<file path="src/rtl/up_gen2.sv">
// up_gen2: two-phase accumulator microcontroller with data RAM,
// return-address stack and a single I/O port pair.
module up_gen2 #(
  parameter int DATA_W      = 4,
  parameter int PC_W        = 12,
  parameter int RAM_AW      = 4,
  parameter int STACK_DEPTH = 4,
  localparam int SP_W = $clog2(STACK_DEPTH + 1)
) (
  input  logic              clock,
  input  logic              reset,
  input  logic              enable,
  input  logic [PC_W+3:0]   prog_data,
  input  logic [DATA_W-1:0] pushbuttons,
  output logic [PC_W-1:0]   prog_addr,
  output logic [PC_W-1:0]   pc,
  output logic [3:0]        instr,
  output logic [PC_W-1:0]   oprnd,
  output logic [DATA_W-1:0] accu,
  output logic [DATA_W-1:0] out_port,
  output logic              phase,
  output logic              c_flag,
  output logic              z_flag,
  output logic [SP_W-1:0]   sp,
  output logic              stk_err
);

  localparam logic [3:0] OP_LIT  = 4'h1;
  localparam logic [3:0] OP_ADDI = 4'h2;
  localparam logic [3:0] OP_SUBI = 4'h3;
  localparam logic [3:0] OP_NORI = 4'h4;
  localparam logic [3:0] OP_LD   = 4'h5;
  localparam logic [3:0] OP_ST   = 4'h6;
  localparam logic [3:0] OP_ADD  = 4'h7;
  localparam logic [3:0] OP_SUB  = 4'h8;
  localparam logic [3:0] OP_IN   = 4'h9;
  localparam logic [3:0] OP_OUT  = 4'hA;
  localparam logic [3:0] OP_JMP  = 4'hB;
  localparam logic [3:0] OP_JC   = 4'hC;
  localparam logic [3:0] OP_JZ   = 4'hD;
  localparam logic [3:0] OP_CALL = 4'hE;
  localparam logic [3:0] OP_RET  = 4'hF;

  typedef enum logic {FETCH = 1'b0, EXEC = 1'b1} state_t;

  state_t state, state_nx;

  logic [PC_W-1:0]   pc_nx, oprnd_nx;
  logic [3:0]        instr_nx;
  logic [DATA_W-1:0] accu_nx, out_nx;
  logic              c_nx, z_nx, err_nx;
  logic [SP_W-1:0]   sp_nx, sp_dec;
  logic              ram_we, push;

  logic [RAM_AW-1:0] addr;
  logic [DATA_W-1:0] imm, rd, opnd;
  logic [DATA_W:0]   sum, dif;

  logic [DATA_W-1:0] ram [2**RAM_AW];
  logic [PC_W-1:0]   stack [2**SP_W];

  generate
    if (DATA_W <= PC_W) begin : g_imm
      assign imm = oprnd[DATA_W-1:0];
    end else begin : g_imm_zx
      assign imm = {{(DATA_W-PC_W){1'b0}}, oprnd};
    end
  endgenerate

  assign addr      = oprnd[RAM_AW-1:0];
  assign rd        = ram[addr];
  assign opnd      = (instr == OP_ADD || instr == OP_SUB) ? rd : imm;
  assign sum       = {1'b0, accu} + {1'b0, opnd};
  // top bit of the widened difference is the unsigned borrow
  assign dif       = {1'b0, accu} - {1'b0, opnd};
  assign sp_dec    = sp - SP_W'(1);
  assign prog_addr = pc;
  assign phase     = (state == EXEC);

  always_comb begin
    state_nx = (state == FETCH) ? EXEC : FETCH;
    pc_nx    = pc;
    instr_nx = instr;
    oprnd_nx = oprnd;
    accu_nx  = accu;
    out_nx   = out_port;
    c_nx     = c_flag;
    z_nx     = z_flag;
    sp_nx    = sp;
    err_nx   = stk_err;
    ram_we   = 1'b0;
    push     = 1'b0;
    if (state == FETCH) begin
      instr_nx = prog_data[PC_W+3:PC_W];
      oprnd_nx = prog_data[PC_W-1:0];
      pc_nx    = pc + PC_W'(1);
    end else begin
      unique case (instr)
        OP_LIT:          accu_nx = imm;
        OP_ADDI, OP_ADD: {c_nx, accu_nx} = sum;
        OP_SUBI, OP_SUB: {c_nx, accu_nx} = dif;
        OP_NORI:         accu_nx = ~(accu | imm);
        OP_LD:           accu_nx = rd;
        OP_ST:           ram_we = 1'b1;
        OP_IN:           accu_nx = pushbuttons;
        OP_OUT:          out_nx = accu;
        OP_JMP:          pc_nx = oprnd;
        OP_JC:           if (c_flag) pc_nx = oprnd;
        OP_JZ:           if (z_flag) pc_nx = oprnd;
        OP_CALL: begin
          if (sp < SP_W'(STACK_DEPTH)) begin
            push  = 1'b1;
            sp_nx = sp + SP_W'(1);
            pc_nx = oprnd;
          end else begin
            err_nx = 1'b1;
          end
        end
        OP_RET: begin
          if (sp != '0) begin
            pc_nx = stack[sp_dec];
            sp_nx = sp_dec;
          end else begin
            err_nx = 1'b1;
          end
        end
        default: ;
      endcase
      if (instr inside {OP_LIT, OP_ADDI, OP_SUBI, OP_NORI,
                        OP_LD, OP_ADD, OP_SUB, OP_IN})
        z_nx = (accu_nx == '0);
    end
  end

  always_ff @(posedge clock or negedge reset) begin
    if (!reset) begin
      state    <= FETCH;
      pc       <= '0;
      instr    <= '0;
      oprnd    <= '0;
      accu     <= '0;
      out_port <= '0;
      c_flag   <= 1'b0;
      z_flag   <= 1'b0;
      sp       <= '0;
      stk_err  <= 1'b0;
    end else if (enable) begin
      state    <= state_nx;
      pc       <= pc_nx;
      instr    <= instr_nx;
      oprnd    <= oprnd_nx;
      accu     <= accu_nx;
      out_port <= out_nx;
      c_flag   <= c_nx;
      z_flag   <= z_nx;
      sp       <= sp_nx;
      stk_err  <= err_nx;
    end
  end

  // reset forces FETCH at once, so an aborted EXEC never writes
  always_ff @(posedge clock) begin
    if (enable && ram_we) ram[addr] <= accu;
    if (enable && push) stack[sp] <= pc;
  end

endmodule

</file>
<file path="config.mk">
export PLATFORM = sky130hd
export DESIGN_NAME = up_gen2
export DESIGN_NICKNAME = d
export VERILOG_FILES = /design/src/rtl/up_gen2.sv
export SDC_FILE = /design/constraint.sdc
export NUM_CORES = 1
export LEC_CHECK = 0
export ABC_AREA = 1
export CAP_MARGIN = 20
export CORE_ASPECT_RATIO = 0.6
export CORE_MARGIN = 4
export CORE_UTILIZATION = 55
export DETAILED_ROUTE_END_ITERATION = 8
export GPL_TIMING_DRIVEN = 0
export PLACE_DENSITY = 0.8
export SYNTH_ARGS = -nofsm -noshare
export SYNTH_HDL_FRONTEND = slang
export SYNTH_SLANG_ARGS = --single-unit
</file>
<file path="constraint.sdc">
create_clock -name clock -period 3.2 [get_ports clock]
set_input_delay 0.8 -clock clock [delete_from_list [all_inputs] [get_ports clock]]
set_output_delay 0.8 -clock clock [all_outputs]
set_load 0.01 [all_outputs]
</file>
-- Word-level counts from Yosys, hierarchy flattened
Memory sizes are Yosys's and may differ from the RTL's.
Index checks and enable logic that the tools add are counted.
- magnitude comparators: 1
- divide/modulo/power cells: 0
- equality and inequality tests: 24
- reductions and logical operators: 18
- shift operators: 0
- add/sub/neg operators: 5
- mux-type cells: 26
- bitwise operators: 3
- $mul: 0
- operators with widths (operator ; count):
    $mux W12 ; 5
    $pmux W12 S5 ; 1
    $eq A4 B4 Y1 const B ; 8
    $pmux W4 S6 ; 1
    $eq A4 B3 Y1 const B ; 4
    $add A12 B1 Y12 const B ; 1
    $mux W1 ; 12
    $ne A3 B3 Y1 const B ; 4
    $reduce_and A5 Y1 ; 2
    $reduce_and A3 Y1 ; 3
    $eq A4 B2 Y1 const B ; 2
    $mux W4 ; 2
    $ne A2 B2 Y1 const B ; 4
    $reduce_bool A8 Y1 ; 1
    $mux W3 ; 2
    $ne A6 B1 Y1 const B ; 1
    $pmux W3 S2 ; 1
    $reduce_and A6 Y1 ; 1
    $add A4 B4 Y5 ; 1
    $sub A4 B4 Y5 ; 1
    $eq A4 B1 Y1 const B ; 1
    $logic_not A4 Y1 ; 1
    $not A4 Y4 ; 1
    $or A4 B4 Y4 ; 1
    11 further kinds ; 16
- bits of input ports: 23
- memories kept: 2
- bits in writable memories: 160
- output and inout port bits: 55
- latch bits: 0
- flip-flop bits (word level): 43
- word-level logic and storage cells: 89
- ROM bits: 0
- memories (memory ; depth ; bits a word ; rd ports ; clocked after memory_dff ; write ports ; RTL line ; RTL):
    stack ; 8 ; 12 ; 1 ; 0 ; 1 ; 60 ; logic [PC_W-1:0] stack [2**SP_W];
    ram ; 16 ; 4 ; 1 ; 0 ; 1 ; 59 ; logic [DATA_W-1:0] ram [2**RAM_AW];

-- Longest topological paths before layout
- depth after elaboration: 7
- gate-level depth with buffers: 23
- gate-level depth less buffers: 22

-- Worst setup path before layout
Ideal clock, no wire load.
- path kind: input to register
- from: in enable
- to: mem stack[1][0], enable pin
- setup slack: 425 ps
- stages on the path: 4
- data required time: 2788 ps
- path buffers: 0
- setup time: 412 ps
- data arrival time: 2363 ps
- path through: nand2_1 > nor2_1 > inv_1 > nor4_1
- longest elaborated chain between the ends: 3
- ends and longest elaborated chain (what ; RTL line ; RTL):
    start, declared ; 12 ; input logic enable,
    $logic_and A1 B1 Y1 ; 164 ; if (enable && push) stack[sp] <= pc;
    $mux W1 ; 164 ;
    $mux W1 (not written as such) ; 164 ;
    end, declared ; 60 ;
No other way between the ends.

-- Worst setup path in the final report
- from: reg oprnd[2]
- to: reg z_flag
- longest elaborated chain between the ends: 6
- elaborated cells on any way between the ends: 9
- those cells by class: 2 x add/sub; 3 x mux; 2 x bitwise; 1 x reduce/logical; 1 x memory
- ends and longest elaborated chain (what ; RTL line ; RTL):
    start, declared ; 18 ; output logic [PC_W-1:0] oprnd,
    start signal, assigned ; 151 ; oprnd <= oprnd_nx;
    $mem_v2 Z16 W4 ; - ;
    $mux W4 ; 72 ; assign opnd = (instr == OP_ADD || instr == OP_SUB) ? rd : imm;
    $sub A4 B4 Y5 / $add A4 B4 Y5 (equally long branches) ; 75, 73 ;
    $pmux W4 S6 (*) ; 98 ; unique case (instr)
    $mux W4 (*) ; 93 ; if (state == FETCH) begin
    $logic_not A4 Y1 (*) ; 131 ; z_nx = (accu_nx == '0);
    end signal, assigned ; 155 ; z_flag <= z_nx;
    end, declared ; 23 ; output logic z_flag,
Mark *: on every way between the ends. The rest lies on a longest branch, timed or not. The select of a mux whose other input is x is not followed.
A chain may end at the register's enable or synchronous reset.

==> results.json <==
{
  "cts_sinks": 203,
  "slew_headroom": 0.279,
  "netlist_instances": 930,
  "nNetsFinal": 1119,
  "yosys_warnings": 0,
  "power_mw": 12.0,
  "r2r_slack_ns": 0.08,
  "fin_crit_sh": 0.974,
  "viasPerCell": 5.67,
  "ys_seq_area_frac": 0.628,
  "synth_area_per_cell_um2": 10.1,
  "clk_pin_slew_ns": 0.07,
  "drc": 0,
  "top_layer": "met4",
  "wl_met1_um": 11100,
  "fin_util": 0.690,
  "numCtsBuffers": 20,
  "synthFlopType": "edfxtp_1",
  "drt_first_pass_iters": 5,
  "hold_ws_ns": 0.154,
  "gp_congestion": 1.01,
  "syn_area_mm2": 0.00936,
  "hold_class": "input pin to asynchronous set/reset pin",
  "setup_viol": 0,
  "rows": 36,
  "ys_seq_elements": 203,
  "wire_per_inst_um": 19.4,
  "synth_cell_type_count": 40,
  "crit_fanout": 8,
  "power.density_mw_per_mm2": 1060,
  "postCtsHoldBufs": 0,
  "core_area_mm2": 0.0164,
  "irDropWorstVdd_mv": 0.873,
  "cts_root_buf": "clkbuf_16",
  "dp_hpwl_um": 18100,
  "wl_met3_um": 3860,
  "outcome": "completed",
  "p_leak_nw": 4.60,
  "initial_core_util": 0.569,
  "crit_required_ns": 3.63,
  "synth_edf_count": 160,
  "grt_max_degree": 36,
  "io_pins": 78,
  "insertion_delay_ns": 0.49,
  "fp.dieArea_mm2": 0.0192,
  "num_vias": 7507,
  "wl_met2_um": 10200,
  "antennaDiodeCount": 0,
  "crit_type": "flop to flop",
  "antenna_found_initial": 0,
  "track_usage": 0.270,
  "grt_pass1_vias": 7073,
  "dpl.cell_count": 1288,
  "timing.fmax_mhz": 321,
  "worst-r2r-cell-count": 17,
  "fin_area_mm2": 0.0113,
  "worst_slew_pin_slew_ns": 1.07,
  "grt_remaining_overflow": 0,
  "synthArstFlopShare": 0.212,
  "clk_path_buf_depth": 3,
  "clock_skew_ns": 0.0220,
  "crit_path_end_kind": "flop",
  "place_area_mm2": 0.0107,
  "detail-route-antenna-nets": 0,
  "instances_no_fill": 1323,
  "portBuffers": 77,
  "setup_slack_ns": 0.0847,
  "fp.dieW_um": 176,
  "cts_tree": "done",
  "fin_crit_ns": 3.12,
  "dp_slack_ns": -0.248,
  "slew_violations": 0,
  "hold_viol": 0,
  "critPathArrivalTime_ns": 3.54,
  "grt_setup_unrepaired": "yes",
  "postRouteWirelength_um": 25600,
  "initialDrtViolationCount": 1023,
  "startpoint_type": "flop",
  "drive_gt1_frac": 0.106,
  "maxCapViolCount": 0,
  "chipHeight_um": 109,
  "areaGrowthSynthToFinish_pct": 21.3,
  "tns_ns": 0,
  "cts.htree.levels": 1,
  "grt_pass1_wl_um": 39400
}
synth_stat cells (2+ instances only):
cell	instances	area [µm²]
o211ai_1	2	15.0
buf_2	11	55.1
o21ai_1	7	35.0
o21ai_2	7	61.3
edfxtp_1	160	4800
nand3_1	32	160
buf_4	13	97.6
nor2_1	111	417
nand3b_1	2	15.0
nand2_4	2	22.5
inv_2	8	30.0
nand4_1	5	31.3
nor2_4	3	33.8
nor3_1	7	35.0
nor4_1	2	12.5
o22ai_1	22	138
nor3_2	2	20.0
ha_1	13	163
mux2_2	8	90.1
nand2_2	3	18.8
dfrtp_1	43	1080
nor2_2	2	12.5
nand2_1	272	1020
clkbuf_1	19	71.3
a22oi_1	4	30.0
xnor2_1	3	26.3
inv_1	48	180
xor2_1	6	52.6
o21ai_0	74	370
fa_1	2	40.0
a21oi_1	28	140
layout by cell type (no fill, tap or decap), types with 5 or more instances in the layout:
| cell | synthesis | layout |
|---|---|---|
| buf_6 | 1 | 8 |
| clkdlybuf4s50_1 | 0 | 76 |
| o21ai_1 | 7 | 9 |
| buf_4 | 13 | 16 |
| o22ai_1 | 22 | 21 |
| buf_2 | 11 | 6 |
| ha_1 | 13 | 11 |
| mux2_2 | 8 | 8 |
| clkbuf_1 | 19 | 21 |
| inv_1 | 48 | 47 |
| o21ai_2 | 7 | 7 |
| nor3_1 | 7 | 5 |
| nand4_1 | 5 | 5 |
| conb_1 | 1 | 48 |
| a21oi_1 | 28 | 27 |
| nand2_1 | 272 | 272 |
| edfxtp_1 | 160 | 160 |
| nand3_1 | 32 | 32 |
| clkbuf_16 | 0 | 21 |
| nor2_1 | 111 | 109 |
| inv_2 | 8 | 6 |
| o21ai_0 | 74 | 72 |
| xor2_1 | 6 | 6 |
| dfrtp_1 | 43 | 40 |
registers in the layout (all words and copies together) (netlist names), 3 cells and up:
name and flops:
out_port 4, accu 4, ram 64, sp 3, pc 12, instr 4
stack 96, oprnd 12
path summary, 6_finish.rpt:
check / end / startpoint
setup / recovery: z_flag$_DFFE_PN0P_ / oprnd[2]$_DFFE_PN0P_
hold / removal: out_port[0]$_DFFE_PN0P_ / reset
setup reg to reg: z_flag$_DFFE_PN0P_ / oprnd[2]$_DFFE_PN0P_
hold reg to reg: stk_err$_DFFE_PN0P_ / stk_err$_DFFE_PN0P_
max in group asynchronous: oprnd[0]$_DFFE_PN0P_ / reset
min in group clock: stk_err$_DFFE_PN0P_ / stk_err$_DFFE_PN0P_
where the power goes:
| part | internal [mW] | total, mW | switching [mW] | leakage (nW) |
|---|---|---|---|---|
| Sequential | 3.56 | 4.29 | 0.732 | 2.01 |
| Clock | 1.22 | 2.19 | 0.970 | 0.289 |
| Combinational | 2.07 | 5.50 | 3.43 | 2.29 |
critical path: stages, from the launching register on:
cell and delay [ns]:
dfrtp_2 0.52, inv_1 0.16, nor2_2 0.29, nand2_1 0.09, nand2_1 0.18, o21ai_0 0.13, o21ai_1 0.16, ha_1 0.19
inv_1 0.06, fa_1 0.42, xor2_1 0.18, nand2_1 0.07, nand2_1 0.06, nor3_2 0.16, nand2_1 0.11, a21oi_1 0.14
nand3_1 0.08, nand2_1 0.06
per-layer routing:
metal,GRT usage,vias up
li1,-,3393
met1,0.429,3513
met2,0.365,554
met3,0.0742,47
met4,0.0668,0
met5,0,-
cells by family (layout without fill, tap and decap cells):
kind of cell    count (synthesis)  count (layout)  share of synthesized area
xor+xnor                       10              10                     0.0102
mux                             8               8                    0.00963
buf+inv                       101             219                     0.0480
other cells                     1              48                   0.000401
fa+ha+maj                      15              15                     0.0217
simple gates                  445             445                      0.194
flops                         203             203                      0.628
compound gates                147             147                     0.0877
timing repair:
| item | 4_1_cts | 5_1_grt |
|---|---|---|
| endpoints found under the setup margin | 10 | 17 |
| gates resized for setup | 7 | 29 |
| setup buffers | 0 | 1 |
| pin swaps | 0 | 1 |
final cells by class:
type | instances | area, µm²
Fill cell | 1221 | 5090
Timing Repair Buffer | 84 | 846
Clock inverter | 6 | 36.3
Buffer | 43 | 270
Sequential cell | 203 | 5880
Inverter | 56 | 219
Clock buffer | 30 | 559
Tap cell | 228 | 285
Multi-Input combinational cell | 673 | 3250
Note: power is estimated with default switching activity, not from simulation.
